[src/rtl/cache_access_initiator_if.sv]
// Bundle of the command, cache-port and response signals of cache_access_initiator.
// The master modport is the initiator's view; the slave modport is the view of
// whatever surrounds it (command source, cache, response consumer).
interface cache_access_initiator_if #(
    parameter int ADDR_W = 32,
    parameter int DATA_W = 32,
    parameter int CNT_W  = 16
);
    logic              cmd_valid;
    logic              cmd_ready;
    logic              cmd_write;
    logic [ADDR_W-1:0] cmd_addr;
    logic [DATA_W-1:0] cmd_wdata;
    logic [ADDR_W-1:0] cache_addr;
    logic [DATA_W-1:0] cache_data_in;
    logic              cache_we;
    logic              cache_re;
    logic [DATA_W-1:0] cache_data_out;
    logic              cache_hit;
    logic              rsp_valid;
    logic              rsp_ready;
    logic              rsp_write;
    logic [DATA_W-1:0] rsp_rdata;
    logic              rsp_hit;
    logic              rsp_err;
    logic [CNT_W-1:0]  hit_count;
    logic [CNT_W-1:0]  miss_count;

    modport master (
        input  cmd_valid, cmd_write, cmd_addr, cmd_wdata,
        input  cache_data_out, cache_hit, rsp_ready,
        output cmd_ready, cache_addr, cache_data_in, cache_we, cache_re,
        output rsp_valid, rsp_write, rsp_rdata, rsp_hit, rsp_err,
        output hit_count, miss_count
    );

    modport slave (
        output cmd_valid, cmd_write, cmd_addr, cmd_wdata,
        output cache_data_out, cache_hit, rsp_ready,
        input  cmd_ready, cache_addr, cache_data_in, cache_we, cache_re,
        input  rsp_valid, rsp_write, rsp_rdata, rsp_hit, rsp_err,
        input  hit_count, miss_count
    );
endinterface

[src/rtl/cache_access_initiator.sv]
// CPU-side initiator for the cache access port: turns each accepted load/store
// into a single we/re pulse, captures data_out/hit after RSP_LATENCY edges and
// returns one response per command. Keeps saturating read hit/miss counters.
module cache_access_initiator #(
    parameter int ADDR_W      = 32,
    parameter int DATA_W      = 32,
    parameter int RSP_LATENCY = 1,
    parameter int GAP_CYCLES  = 1,
    parameter int CHECK_ALIGN = 1,
    parameter int CNT_W       = 16
) (
    input  logic                       clk,
    input  logic                       reset,
    cache_access_initiator_if.master   bus
);
    localparam logic [2:0] S_IDLE  = 3'd0;
    localparam logic [2:0] S_ISSUE = 3'd1;
    localparam logic [2:0] S_WAIT  = 3'd2;
    localparam logic [2:0] S_RESP  = 3'd3;
    localparam logic [2:0] S_GAP   = 3'd4;

    logic [2:0]        r_state;
    logic              r_write;
    logic [ADDR_W-1:0] r_addr;
    logic [DATA_W-1:0] r_wdata;
    logic [2:0]        r_lat_cnt;
    logic [3:0]        r_gap_cnt;
    logic [DATA_W-1:0] r_rsp_rdata;
    logic              r_rsp_hit;
    logic              r_rsp_err;
    logic [CNT_W-1:0]  r_hit_count;
    logic [CNT_W-1:0]  r_miss_count;

    logic w_misaligned;
    logic w_capture;
    logic w_issue;

    assign w_misaligned = (CHECK_ALIGN != 0) && (bus.cmd_addr[1:0] != 2'b00);
    // r_lat_cnt holds the number of edges seen since the cache sampled the pulse
    assign w_capture    = (r_state == S_WAIT) && (r_lat_cnt == 3'(RSP_LATENCY));
    assign w_issue      = (r_state == S_ISSUE);

    assign bus.cmd_ready     = (r_state == S_IDLE);
    assign bus.cache_we      = w_issue && r_write;
    assign bus.cache_re      = w_issue && !r_write;
    assign bus.cache_addr    = (w_issue || r_state == S_WAIT) ? r_addr : '0;
    assign bus.cache_data_in = (w_issue && r_write) ? r_wdata : '0;
    assign bus.rsp_valid     = (r_state == S_RESP);
    assign bus.rsp_write     = r_write;
    assign bus.rsp_rdata     = r_rsp_rdata;
    assign bus.rsp_hit       = r_rsp_hit;
    assign bus.rsp_err       = r_rsp_err;
    assign bus.hit_count     = r_hit_count;
    assign bus.miss_count    = r_miss_count;

    // Command sequencing: accept, pulse, wait for cache latency, respond, idle gap
    always_ff @(posedge clk or posedge reset) begin
        if (reset) begin
            r_state     <= S_IDLE;
            r_write     <= 1'b0;
            r_addr      <= '0;
            r_wdata     <= '0;
            r_lat_cnt   <= '0;
            r_gap_cnt   <= '0;
            r_rsp_rdata <= '0;
            r_rsp_hit   <= 1'b0;
            r_rsp_err   <= 1'b0;
        end else begin
            case (r_state)
                S_IDLE: begin
                    if (bus.cmd_valid) begin
                        r_write <= bus.cmd_write;
                        r_addr  <= bus.cmd_addr;
                        r_wdata <= bus.cmd_wdata;
                        if (w_misaligned) begin
                            r_rsp_err   <= 1'b1;
                            r_rsp_rdata <= '0;
                            r_rsp_hit   <= 1'b0;
                            r_state     <= S_RESP;
                        end else begin
                            r_state <= S_ISSUE;
                        end
                    end
                end
                S_ISSUE: begin
                    r_lat_cnt <= 3'd1;
                    r_state   <= S_WAIT;
                end
                S_WAIT: begin
                    if (w_capture) begin
                        r_rsp_rdata <= r_write ? '0 : bus.cache_data_out;
                        r_rsp_hit   <= bus.cache_hit;
                        r_rsp_err   <= 1'b0;
                        r_state     <= S_RESP;
                    end else begin
                        r_lat_cnt <= r_lat_cnt + 3'd1;
                    end
                end
                S_RESP: begin
                    if (bus.rsp_ready) begin
                        if (GAP_CYCLES > 0) begin
                            r_gap_cnt <= 4'd1;
                            r_state   <= S_GAP;
                        end else begin
                            r_state <= S_IDLE;
                        end
                    end
                end
                S_GAP: begin
                    if (r_gap_cnt == 4'(GAP_CYCLES)) begin
                        r_state <= S_IDLE;
                    end else begin
                        r_gap_cnt <= r_gap_cnt + 4'd1;
                    end
                end
                default: r_state <= S_IDLE;
            endcase
        end
    end

    // Saturating read hit/miss statistics, updated at the capture edge of loads
    always_ff @(posedge clk or posedge reset) begin
        if (reset) begin
            r_hit_count  <= '0;
            r_miss_count <= '0;
        end else if (w_capture && !r_write) begin
            if (bus.cache_hit) begin
                if (r_hit_count != '1) r_hit_count <= r_hit_count + 1'b1;
            end else begin
                if (r_miss_count != '1) r_miss_count <= r_miss_count + 1'b1;
            end
        end
    end
endmodule

[src/flat_wrapper.sv]
// flat-port wrapper written by rule: the top's interface ports become plain ports
module cache_access_initiator_flat 
#(
    parameter int ADDR_W      = 32,
    parameter int DATA_W      = 32,
    parameter int RSP_LATENCY = 1,
    parameter int GAP_CYCLES  = 1,
    parameter int CHECK_ALIGN = 1,
    parameter int CNT_W       = 16
)
  (clk, reset, bus_cmd_valid, bus_cmd_write, bus_cmd_addr, bus_cmd_wdata, bus_cache_data_out, bus_cache_hit, bus_rsp_ready, bus_cmd_ready, bus_cache_addr, bus_cache_data_in, bus_cache_we, bus_cache_re, bus_rsp_valid, bus_rsp_write, bus_rsp_rdata, bus_rsp_hit, bus_rsp_err, bus_hit_count, bus_miss_count);
  cache_access_initiator_if #(.ADDR_W(ADDR_W), .DATA_W(DATA_W), .CNT_W(CNT_W)) bus_i ();
  input  logic clk;
  input  logic reset;
  input wire logic [$bits(bus_i.cmd_valid)-1:0] bus_cmd_valid;
  input wire logic [$bits(bus_i.cmd_write)-1:0] bus_cmd_write;
  input wire logic [$bits(bus_i.cmd_addr)-1:0] bus_cmd_addr;
  input wire logic [$bits(bus_i.cmd_wdata)-1:0] bus_cmd_wdata;
  input wire logic [$bits(bus_i.cache_data_out)-1:0] bus_cache_data_out;
  input wire logic [$bits(bus_i.cache_hit)-1:0] bus_cache_hit;
  input wire logic [$bits(bus_i.rsp_ready)-1:0] bus_rsp_ready;
  output wire logic [$bits(bus_i.cmd_ready)-1:0] bus_cmd_ready;
  output wire logic [$bits(bus_i.cache_addr)-1:0] bus_cache_addr;
  output wire logic [$bits(bus_i.cache_data_in)-1:0] bus_cache_data_in;
  output wire logic [$bits(bus_i.cache_we)-1:0] bus_cache_we;
  output wire logic [$bits(bus_i.cache_re)-1:0] bus_cache_re;
  output wire logic [$bits(bus_i.rsp_valid)-1:0] bus_rsp_valid;
  output wire logic [$bits(bus_i.rsp_write)-1:0] bus_rsp_write;
  output wire logic [$bits(bus_i.rsp_rdata)-1:0] bus_rsp_rdata;
  output wire logic [$bits(bus_i.rsp_hit)-1:0] bus_rsp_hit;
  output wire logic [$bits(bus_i.rsp_err)-1:0] bus_rsp_err;
  output wire logic [$bits(bus_i.hit_count)-1:0] bus_hit_count;
  output wire logic [$bits(bus_i.miss_count)-1:0] bus_miss_count;
  assign bus_i.cmd_valid = bus_cmd_valid;
  assign bus_i.cmd_write = bus_cmd_write;
  assign bus_i.cmd_addr = bus_cmd_addr;
  assign bus_i.cmd_wdata = bus_cmd_wdata;
  assign bus_i.cache_data_out = bus_cache_data_out;
  assign bus_i.cache_hit = bus_cache_hit;
  assign bus_i.rsp_ready = bus_rsp_ready;
  assign bus_cmd_ready = bus_i.cmd_ready;
  assign bus_cache_addr = bus_i.cache_addr;
  assign bus_cache_data_in = bus_i.cache_data_in;
  assign bus_cache_we = bus_i.cache_we;
  assign bus_cache_re = bus_i.cache_re;
  assign bus_rsp_valid = bus_i.rsp_valid;
  assign bus_rsp_write = bus_i.rsp_write;
  assign bus_rsp_rdata = bus_i.rsp_rdata;
  assign bus_rsp_hit = bus_i.rsp_hit;
  assign bus_rsp_err = bus_i.rsp_err;
  assign bus_hit_count = bus_i.hit_count;
  assign bus_miss_count = bus_i.miss_count;
  cache_access_initiator #(.ADDR_W(ADDR_W), .DATA_W(DATA_W), .RSP_LATENCY(RSP_LATENCY), .GAP_CYCLES(GAP_CYCLES), .CHECK_ALIGN(CHECK_ALIGN), .CNT_W(CNT_W)) u_core (.clk(clk), .reset(reset), .bus(bus_i));
endmodule
[config.mk]
export PLATFORM = sky130hd
export DESIGN_NAME = cache_access_initiator_flat
export DESIGN_NICKNAME = d
export VERILOG_FILES = /design/src/rtl/cache_access_initiator_if.sv /design/src/rtl/cache_access_initiator.sv /design/src/flat_wrapper.sv
export SDC_FILE = /design/constraint.sdc
export NUM_CORES = 1
export LEC_CHECK = 0
export BUFFER_PORTS_ARGS = -buffer_cell sky130_fd_sc_hd__buf_4
export CORE_MARGIN = 3
export CORE_UTILIZATION = 44
export DETAILED_ROUTE_END_ITERATION = 8
export GPL_TIMING_DRIVEN = 0
export HOLD_SLACK_MARGIN = 0.02
export MAX_ROUTING_LAYER = met4
export PLACE_DENSITY_LB_ADDON = 0.12
export SLEW_MARGIN = 0
export SYNTH_ARGS = -nofsm -noshare
export SYNTH_HDL_FRONTEND = slang
export SYNTH_SLANG_ARGS = --single-unit
[constraint.sdc]
create_clock -name clk -period 4.1 [get_ports clk]
set_input_delay 0.615 -clock clk [delete_from_list [all_inputs] [get_ports clk]]
set_output_delay 0.615 -clock clk [all_outputs]
set_load 0.005 [all_outputs]
-- After elaboration in Yosys (flattened, before gate mapping)
Cells that the tools add are included.
- $add $sub $neg: 4
- multipliers: 0
- divide/modulo/power cells: 0
- order comparisons: 0
- eq/ne operators: 15
- shift operators: 0
- muxes and demuxes: 26
- bitwise operators: 1
- reductions and logical operators: 18
- operators with widths (kind ; count):
    $mux 32 ; 6
    $pmux 32 s2 ; 1
    $add 16x1->16 const B ; 2
    $ne 16x16->1 const B ; 2
    $mux 3 ; 5
    $pmux 3 s5 ; 1
    $reduce_and 3->1 ; 3
    $mux 4 ; 2
    $ne 2x2->1 const B ; 4
    $pmux 4 s2 ; 1
    $reduce_and 4->1 ; 2
    $reduce_bool 2->1 ; 4
    $eq 3x1->1 const B ; 2
    $eq 3x2->1 const B ; 2
    $mux 1 ; 6
    $ne 2x1->1 const B ; 3
    $pmux 3 s2 ; 1
    $add 4x1->4 const B ; 1
    $eq 4x1->1 const B ; 1
    $logic_and 1x1->1 ; 4
    $pmux 1 s2 ; 2
    $reduce_and 2->1 ; 2
    $add 3x1->3 const B ; 1
    $eq 3x3->1 const B ; 1
    5 further kinds ; 5
- flip-flop bits (word level): 141
- bits in latches: 0
- memory bits (writable): 0
- ROM bits: 0
- input port bits: 102
- output and inout bits: 135
- logic and storage cells: 75
- memories kept: 0

-- Depth between registers and ports, before layout
Gate-level depths: netlist (run 1).
- depth in word-level cells: 4
- depth in mapped cells: 8
- depth with buffers taken out: 6

-- Worst setup path after synthesis (run 1)
OpenSTA, ideal clock, no wires.
- kind: register -> output
- start: reg u_core.r_state[2]
- end: out bus_cache_data_in[22]
- data arrival time: 1.470 ns
- data required time: 3.485 ns
- path slack: 2.015 ns
- cell stages (with the launch flop): 6
- path buffers: 2
- path through: dfrtp_1 > buf_6 > nand2b_1 > nor3b_1 > clkbuf_1 > and2_1
- word-level cells in the longest chain between the ends: 3
- RTL lines (element ; RTL line ; source):
    from (decl) ; cache_access_initiator.sv:22 ; logic [2:0] r_state;
    from (signal assigned) ; cache_access_initiator.sv:59 ; r_state <= S_IDLE;
    from (signal assigned) ; cache_access_initiator.sv:79 ; r_state <= S_RESP;
    from (signal assigned) ; cache_access_initiator.sv:81 ; r_state <= S_ISSUE;
    $eq 3x1->1 ; cache_access_initiator.sv:41 ; assign w_issue = (r_state == S_ISSUE);
    $logic_and 1x1->1 ; - ;
    net bus_cache_we ; flat_wrapper.sv:25 ; output wire logic [$bits(bus_i.cache_we)-1:0] bus_cache_we;
    $mux 32 ; cache_access_initiator.sv:47 ; assign bus.cache_data_in = (w_issue && r_write) ? r_wdata : '0;
    to (decl) ; flat_wrapper.sv:24 ; output wire logic [$bits(bus_i.cache_data_in)-1:0] bus_cache_data_in;
The timed path passes the listed nets, and every way through them passes these cells.

-- Worst setup path after layout (run 1)
- start: reg u_core.r_state[2]
- end: out bus_cache_data_in[27]
- word-level cells in the longest chain between the ends: 3
- RTL lines (element ; RTL line):
    $eq 3x1->1 ; cache_access_initiator.sv:41
    $logic_and 1x1->1 ; cache_access_initiator.sv:47
    $mux 32 ; cache_access_initiator.sv:47
Every way passes these cells.

==> results.md, run 1 <==
- Site Rows: 42
- Die Y: 125 um
- Largest net degree at the start of global routing: 37
- Avg Inst Size Synth: 12.5 sq um
- Slew Limit Fails: 0
- Clock slew at reported path FFs: 60 ps
- Boundary Pins: 237
- First-pass GRT wire length: roughly 26000 um
- Final min period: about 3000 ps
- Syn-to-layout area delta: 42.9%
- Die width: about 130 um
- Hold-fix buffers, CTS: 0
- Antenna violations before repair: 0
- Max IR drop VDD: about 0.43 mV
- Final instance area: 8930 sq um
- Number of global-route vias before repair: between 5000 and 6000
- DP Area: 8330 sq um
- Flip-flop and latch area: 3530 sq um
- DRT Pass-1 Iters: 4
- Largest cells by area after synthesis: dfrtp_1, mux2_2, and2_1
- Distinct cells, synth: 42
- Final nets: 869
- DP HPWL: 12200 um
- Most used DFF post-synth: dfrtp_1
- Cts repair resizes: 0
- Post-CTS Setup Repair Bufs: 0
- CTS H-Tree Depth: 4
- Reg2Reg Depth: 5
- TNS Setup: 0 ps
- Unrepaired setup endpoints after global routing: false
- NetSw: 1.97 mW
- Worst R2R End: u_core.bus.hit_count[1]
- CTS Sinks: about 140
- Crit path DAT: between 2000 and 2500 ps
- Proportion of power drawn by combinational gates: 0.390
- Root Buffer Master: clkbuf_16
- Core area: 13600 sq um
- Post-synth ARST share: 1.00
- CTS tree: done
- Hold Fails Final Rpt: 0
- Yosys top cell area share: 0.564
- HP Class: in -> async
- Max-cap violations: 0
- Synthesized flop and latch total: 141
- Vias per std cell: 5.13
- PD cells: slightly above 700 nW/um^2
- Clock Tree Buf Depth: 2
- Worst-Margin Slew: between 1000 and 1500 ps
- Reg2Reg Setup Slack: approximately 1800 ps
- Share of layout cells above drive strength 1: 0.461
- Multi-input logic area: roughly 2600 sq um
- Dpl ws: 1460 ps
- Crit-path max FO: 10
- I/O Buffers: roughly 240
- Final Util: 0.659
- Setup violators final: 0
- Cell-internal power: 4.39 mW
- Critical path type: reg -> out
- Final wirelength: 16000 um
- Die area: 15700 sq um
- Slowest cell delay on critical path: between 600 and 700 ps
- ANT nets after route: 0
- FILL cells: 1056
- Sw frac: 0.310
- Total CTS buffers: 17
- Vias: 4877
- Leakage power: 4.39 nW
- Slew headroom: 0.295
- Worst skew pair latency: 420 ps
- Sequential share of power: 0.365
- RR Startpoint: u_core.bus.hit_count[0]
- Wire per inst: 16.9 um
- Setup ws final: 1020 ps
- Synth warnings: 0
- Placed Cells: just over 900
- Grt ovf: 0
- Synthesized cell area: about 6300 sq um
- Sequential area share after synthesis: 0.564
- Total power: 6.36 mW
- Crit-path cells: buf_6, nand2b_1, nor3b_1, clkbuf_1, and2_1, buf_4
- CP endpoint kind: output port
- Synth area leader: dfrtp_1
- Status: complete, no violations
- Worst setup SP type: register
- Setup Skew: 14.6 ps
- Post-Layout Cell Count: 950
- Syn_nets: 610
- Post-synth EDFFs: 0
- CP max-delay cell: nor3b_1
- Initial Util: 0.461
- Iter 0 DRT Violations: 161
- Syn Inst Count: 502
- Gp weighted congestion: between 0.8 and 0.9
- Hold_ws: 203 ps
- Crit share post-route: 0.752
- Diode count: 0
- GRT Total Usage: 0.211
- Clock network fraction of design power: 0.245
- Drc violations: 0
- FMAX: 324 MHz
- Required @ worst endpoint: 3480 ps
-- logic make-up after synthesis --
logic type,after synthesis,synth area share
compound gates,53,0.0669
fa+ha+maj,6,0.0120
simple gates,165,0.161
mux,70,0.126
flops,141,0.564
xor+xnor,32,0.0448
buf+inv,35,0.0248
-- Yosys cell counts, drive strengths merged (6+ instances only) --
cell	n
buf	10
nor3b	8
xor2	28
nor3	18
a22o	33
a21oi	6
nand4	10
ha	6
mux2	68
nand2	8
nand3	15
inv	9
dfrtp	141
nor4	7
nor2	12
and2	66
clkbuf	16
-- worst max-delay path, delay by kind of cell, from the launching register on --
kind                   cells  cell delay, ps
buffers and inverters      3             640
AND/OR/NAND/NOR            3            1060
flip-flops                 1             370
-- worst max-delay path by stage --
stage / start / endpoint / slack [ps] / cells past startpoint
final: u_core.r_state[2] / bus_cache_data_in[27] / 1020 / 6
after global routing: u_core.r_state[2] / bus_cache_data_in[27] / 810 / 6
after CTS: u_core.r_state[2] / bus_cache_data_in[27] / 1000 / 6
after detailed placement: u_core.r_state[2] / bus_cache_data_in[27] / 1460 / 6
after global placement: reset / u_core.bus.hit_count[6] / 840 / 2
after floorplan: reset / u_core.bus.hit_count[0] / 1720 / 1
-- state kept, by name, summed over array words and instances, names as in the netlist --
name                   cells
u_core.r_addr             32
u_core.r_lat_cnt           3
u_core.bus.rsp_write       1
u_core.bus.hit_count      16
u_core.bus.miss_count     16
u_core.bus.rsp_err         1
u_core.r_wdata            32
u_core.bus.rsp_rdata      32
u_core.r_state             3
u_core.bus.rsp_hit         1
u_core.r_gap_cnt           4
-- power by group through the flow --
stage                     clock network (mW)  registers, mW  logic (mW)
final                                   1.56           2.32        2.48
after global routing                    1.66           2.40        2.72
after CTS                               1.60           2.32        2.52
after detailed placement                   0           2.33        2.51
after global placement                     0           2.30        2.42
after floorplan                            0           2.27        1.35
-- layer usage --
layer,track usage,share of wire,vias up
met5,-,0,-
met4,0.0708,0.016,0
met3,0.0584,0.064,21
met2,0.356,0.50,191
met1,0.245,0.42,2362
li1,-,-,2303
-- cells in the final DEF (no fill, tap or decap), types with 5 or more instances in the layout --
cell	instances
buf_4	236
buf_2	7
xor2_1	28
ha_1	6
clkbuf_1	17
mux2_2	68
nand4_1	10
clkinvlp_4	5
nand2_1	8
a22o_1	33
nor3b_1	8
and2_1	66
nor2_1	12
dfrtp_1	141
nor3_1	18
nor4_1	7
clkbuf_16	17
a21oi_1	6
inv_1	8
nand3_1	15
-- cell type report --
cell class | instances | share of cell area
plain buffers | 26 | 0.0136
clock buffers | 19 | 0.0496
clock inverters | 13 | 0.0185
inverters | 9 | 0.00420
multi-input cells | 326 | 0.287
flip-flops and latches | 141 | 0.395
well taps | 176 | 0.0246
repair buffers | 240 | 0.207
(Power assumes the default switching activity.)
==> run 2, diff against run 1 <==
--- a/config.mk
+++ b/config.mk
@@ -5,9 +5,10 @@
 export SDC_FILE = /design/constraint.sdc
 export NUM_CORES = 1
 export LEC_CHECK = 0
+export ABC_AREA = 1
 export BUFFER_PORTS_ARGS = -buffer_cell sky130_fd_sc_hd__buf_4
 export CORE_MARGIN = 3
-export CORE_UTILIZATION = 44
+export CORE_UTILIZATION = 45
 export DETAILED_ROUTE_END_ITERATION = 8
 export GPL_TIMING_DRIVEN = 0
 export HOLD_SLACK_MARGIN = 0.02
==> constraint.sdc (replaced) <==
create_clock -name clk -period 3.2 [get_ports clk]
set_input_delay 0.48 -clock clk [delete_from_list [all_inputs] [get_ports clk]]
set_output_delay 0.48 -clock clk [all_outputs]
set_load 0.005 [all_outputs]
==> results.md, run 2 <==
- CTS tree: done
- Setup violators final: 0
- Largest cells by area after synthesis: dfrtp_1, nand2_1, nor2_1
- Setup Skew: approximately 7.0 ps
- CTS H-Tree Depth: 4
- Crit-path leading delay family: simple AND/OR/NAND/NOR gates
- CP endpoint kind: output port
- Sequential area share after synthesis: 0.516
- Hold-fix buffers, CTS: 0
- Final instance area: 9520 sq um
- Boundary Pins: about 240
- Syn-to-layout area delta: 39.2%
- CP max-delay cell: dfrtp_1
- Required @ worst endpoint: 2720 ps
- Iter 0 DRT Violations: 303
- ANT nets after route: 0
- Die Y: 129 um
- CTS Sinks: 141
- Commonest non-fill, non-tap cell in the layout: buf_4
- Status: complete, no violations
- DP Area: 8900 sq um
- Avg Inst Size Synth: ~7.8 sq um
- Cts repair resizes: 0
- Crit-path max FO: 10
- Most frequent cells in the layout: buf_4, nand2_1, nor2_1, dfrtp_1, inv_1
- Syn Inst Count: 881
- Unrepaired setup endpoints after global routing: false
- Wire per inst: between 10 and 15 um
- Share of layout cells above drive strength 1: 0.280
- Slowest cell delay on critical path: between 400 and 500 ps
- Total CTS buffers: 17
- DRT Pass-1 Iters: 5
- Synthesized cell area: just under 7000 sq um
- Post-synth ARST share: 1.00
- Syn_nets: between 900 and 1000
- I/O Buffers: 236
- Synth warnings: 0
- Clock Tree Buf Depth: 2
- Worst setup SP type: register
- Root Buffer Master: clkbuf_16
- Yosys top cell area share: 0.516
- Hold Fails Final Rpt: 0
- Total power: 7.90 mW
- Critical path type: reg -> out
- Final nets: 1247
- Worst-Margin Slew: 717 ps
- Hold_ws: ~180 ps
- Commonest cells in the netlist: nand2_1, nor2_1, dfrtp_1
- Largest net degree at the start of global routing: between 40 and 50
- Diode count: 0
- PD cells: 830 nW/um^2
- Worst skew pair latency: around 420 ps
- Initial Util: 0.465
- Synth area leader: dfrtp_1
- Distinct cells, synth: 30
- Slew Limit Fails: 0
- Most used DFF post-synth: dfrtp_1
- Max-cap violations: 0
- Crit-path cells: inv_1, nand3_1, nor2_1, inv_1, buf_2, nor2_1, buf_4
- HP Class: in -> async
- Die area: 16700 sq um
- Vias: about 6400
- Post-CTS Setup Repair Bufs: 0
- Grt ovf: 0
- Crit share post-route: 0.793
- Drc violations: 0
- Crit path DAT: just over 2000 ps
- Clock slew at reported path FFs: roughly 60 ps
- Vias per std cell: between 4 and 5
- Synthesized flop and latch total: 141
- Final min period: 2540 ps
- GRT Total Usage: 0.231
- Site Rows: 44
- First-pass GRT wire length: approximately 29000 um
- Post-synth EDFFs: 0
- Die width: 129 um
- FMAX: slightly below 400 MHz
- Gp weighted congestion: 0.854
- Final wirelength: 18700 um
- Top-count cell post-synth: nand2_1
- Leakage power: 5.31 nW
- Max IR drop VDD: 0.385 mV
- Core area: 14700 sq um
- Number of global-route vias before repair: just under 6000
- Antenna violations before repair: 0
- DP HPWL: approximately 14000 um
- Slew headroom: 0.521
- CP bufs+invs: 4
==> run 2: cell count changes in the layout (fill, tap and decap cells not counted), sizes merged, moves of 37 or more <==
cell,before,now
a21oi,6,68
inv,10,102
nor2,12,186
nand2,8,227
and2,66,0
o21ai,4,41
mux2,68,0
==> run 2: final timing paths <==
path | startpoint | endpoint | depth (start not counted) | slack, ps
max | u_core.r_state[1] | bus_cache_data_in[30] | 7 | 660
min | reset | u_core.r_wdata[18] | 2 | 180
max reg2reg | u_core.bus.hit_count[0] | u_core.bus.hit_count[8] | 9 | 1400
min reg2reg | u_core.bus.rsp_rdata[10] | u_core.bus.rsp_rdata[10] | 2 | 480
max in group asynchronous | reset | u_core.r_gap_cnt[2] | 4 | 2130
min in group clk | bus_cache_data_out[1] | u_core.bus.rsp_rdata[1] | 3 | 260
==> run 2: metrics by stage <==
step	util	setup TNS [ps]	setup WS (ps)	std cells
2_1_floorplan	-	0	957	881
3_5_place_dp	0.606	0	1040	1304
3_3_place_gp	0.602	-18.6	-1.43	1301
4_1_cts	0.648	0	589	1336
5_1_grt	0.648	0	471	1336
6_report	0.648	0	661	1336
==> run 2: routing by layer <==
layer	GRT usage	vias to the layer above	part of all wire
li1	-	3239	-
met1	0.291	2913	0.42
met2	0.367	212	0.49
met3	0.0606	25	0.076
met4	0.0716	0	0.015
met5	-	-	0
==> run 2: kinds of logic after synthesis <==
family	after synthesis	synth area share
adder cells (fa/ha/maj)	6	0.0110
XOR/XNOR	15	0.0192
AND/OR/NAND/NOR	469	0.282
AO/OA/AOI/OAI	110	0.0825
buffers and inverters	140	0.0891
flip-flops	141	0.516
==> run 2: cell type report <==
type | count | area [sq um]
buffer | 36 | 216
clock buffer | 26 | 509
timing repair buffer | 239 | 1830
fill | 1377 | 5180
sequential | 141 | 3530
multi-input combinational | 600 | 2700
clock inverter | 6 | 105
tap | 184 | 230
inverter | 104 | 397
==> run 2: where the power goes <==
part	internal [mW]	switching [mW]
logic	1.44	1.77
registers	2.39	0.270
clock network	1.33	0.705
total	5.16	2.74
==> run 3, diff against run 2 <==
--- a/config.mk
+++ b/config.mk
@@ -5,7 +5,7 @@
 export SDC_FILE = /design/constraint.sdc
 export NUM_CORES = 1
 export LEC_CHECK = 0
-export ABC_AREA = 1
+export ABC_AREA = 0
 export BUFFER_PORTS_ARGS = -buffer_cell sky130_fd_sc_hd__buf_4
 export CORE_MARGIN = 3
 export CORE_UTILIZATION = 45
==> constraint.sdc (replaced) <==
create_clock -name clk -period 2.35 [get_ports clk]
set_input_delay 0.3525 -clock clk [delete_from_list [all_inputs] [get_ports clk]]
set_output_delay 0.3525 -clock clk [all_outputs]
set_load 0.005 [all_outputs]
==> results.md, run 3 (synthesis gave the netlist of run 1 again) <==
- GRT Total Usage: 0.204
- Largest net degree at the start of global routing: 45
- Root Buffer Master: clkbuf_16
- Setup Skew: 11.7 ps
- Worst setup SP type: register
- Slew Limit Fails: 0
- Syn-to-layout area delta: 44.9%
- Diode count: 0
- Slowest cell delay on critical path: 440 ps
- Die area: 15300 sq um
- Critical path's most frequent cell: buf_4
- Clock slew at reported path FFs: about 60 ps
- Vias per std cell: 5.06
- Placed Cells: roughly 900
- PD cells: 1250 nW/um^2
- Worst skew pair latency: 420 ps
- Setup violators final: 0
- Unrepaired setup endpoints after global routing: false
- Crit-path cells: buf_4, xnor2_2, nor2_2, buf_4, clkbuf_4, and2_1, buf_4
- Dpl ws: -19.5 ps
- DRT Pass-1 Iters: 6
- Required @ worst endpoint: 2000 ps
- Wire per inst: 16.3 um
- Total CTS buffers: 17
- Core area: 13400 sq um
- Commonest non-fill, non-tap cell in the layout: buf_4
- Max-cap violations: 0
- Gp weighted congestion: 0.818
- Drc violations: 0
- Crit-path max FO: 10
- I/O Buffers: 236
- Initial Util: 0.466
- Number of global-route vias before repair: 4877
- Die width: 124 um
- Share of layout cells above drive strength 1: 0.483
- FMAX: 444 MHz
- FILL cells: between 1000 and 1500
- Leakage power: 4.45 nW
- CP max-delay cell: dfrtp_2
- CTS Sinks: 141
- Vias: 4818
- Post-Layout Cell Count: 952
- Most frequent cells in the layout: buf_4, dfrtp_1, mux2_2, and2_1, a22o_1
- Crit share post-route: 0.958
- Boundary Pins: 237
- Hold Fails Final Rpt: 0
- HP Class: in -> async
- Setup ws final: 99.5 ps
- Grt ovf: 0
- Critical path type: reg -> out
- Antenna violations before repair: 0
- Final wirelength: 15500 um
- Worst-Margin Slew: 849 ps
- DP HPWL: 11900 um
- CTS H-Tree Depth: 4
- Final nets: roughly 870
- Crit path DAT: between 1500 and 2000 ps
- Hold_ws: around 100 ps
- Slew headroom: 0.433
- Final Util: 0.676
- CTS tree: done
- Max IR drop VDD: 0.621 mV
- TNS Setup: 0 ps
- Status: complete, no violations
- First-pass GRT wire length: 23400 um
- ANT nets after route: 0
- Final min period: about 2300 ps
- Site Rows: 42
- Clock Tree Buf Depth: 2
- Die Y: about 120 um
- Iter 0 DRT Violations: 219
- CP endpoint kind: output port
## run 3: timing repair
item	in CTS	in global routing
endpoints found under the setup margin	65	140
buffers inserted	3	0
pin swaps	2	0
endpoints found under the hold margin	0	0
hold buffers	0	0
gates resized for setup	20	20
## run 3: critical path, delay by kind of cell (launching register included)
kind | cells | cell delay [ps]
XOR/XNOR | 1 | 170
buffers and inverters | 4 | 640
flip-flops | 1 | 440
AND/OR/NAND/NOR | 2 | 240
## run 3: layout make-up
type / count / area [sq um] / share of cell area
Inverter: 9 / 37.5 / 0.00414
Multi-Input combinational cell: 326 / 2600 / 0.287
Buffer: 26 / 191 / 0.0211
Timing Repair Buffer: 242 / 1860 / 0.205
Tap cell: 176 / 220 / 0.0243
Clock inverter: 13 / 165 / 0.0182
Clock buffer: 19 / 453 / 0.0500
Sequential cell: 141 / 3530 / 0.390
## run 3: final timing paths
path / from / end / slack (ps) / cells past startpoint
max in group asynchronous: reset / u_core.r_state[0] / 1560 / 3
hold reg to reg: u_core.r_addr[14] / u_core.r_addr[14] / 490 / 1
min in group clk: bus_cache_data_out[8] / u_core.bus.rsp_rdata[8] / 160 / 2
setup / recovery: u_core.r_state[0] / bus_cache_addr[17] / 100 / 7
setup reg to reg: u_core.r_state[2] / u_core.r_addr[18] / 120 / 8
hold / removal: reset / u_core.bus.rsp_rdata[18] / 100 / 2
## run 3: metrics by stage
step / total power [mW] / instance area (sq um)
floorplan: 6.31 / 6250
global route: 12.1 / 9060
detailed placement: 8.43 / 8310
finish: 11.3 / 9060
CTS: 11.4 / 9010
global placement: 8.24 / 8250
## run 3: routing by layer
metal,vias to the layer above,part of all wire,routed length (um),global-route usage
met3,31,0.070,1090,0.0572
li1,2308,-,-,-
met2,176,0.48,7510,0.322
met4,0,0.029,456,0.0941
met1,2303,0.42,6460,0.243
met5,-,0,0,-
## run 3: report_power, final
group	internal, mW	switching (mW)
Clock	1.73	1.03
Sequential	3.44	0.627
Combinational	2.70	1.81
Total	7.87	3.47
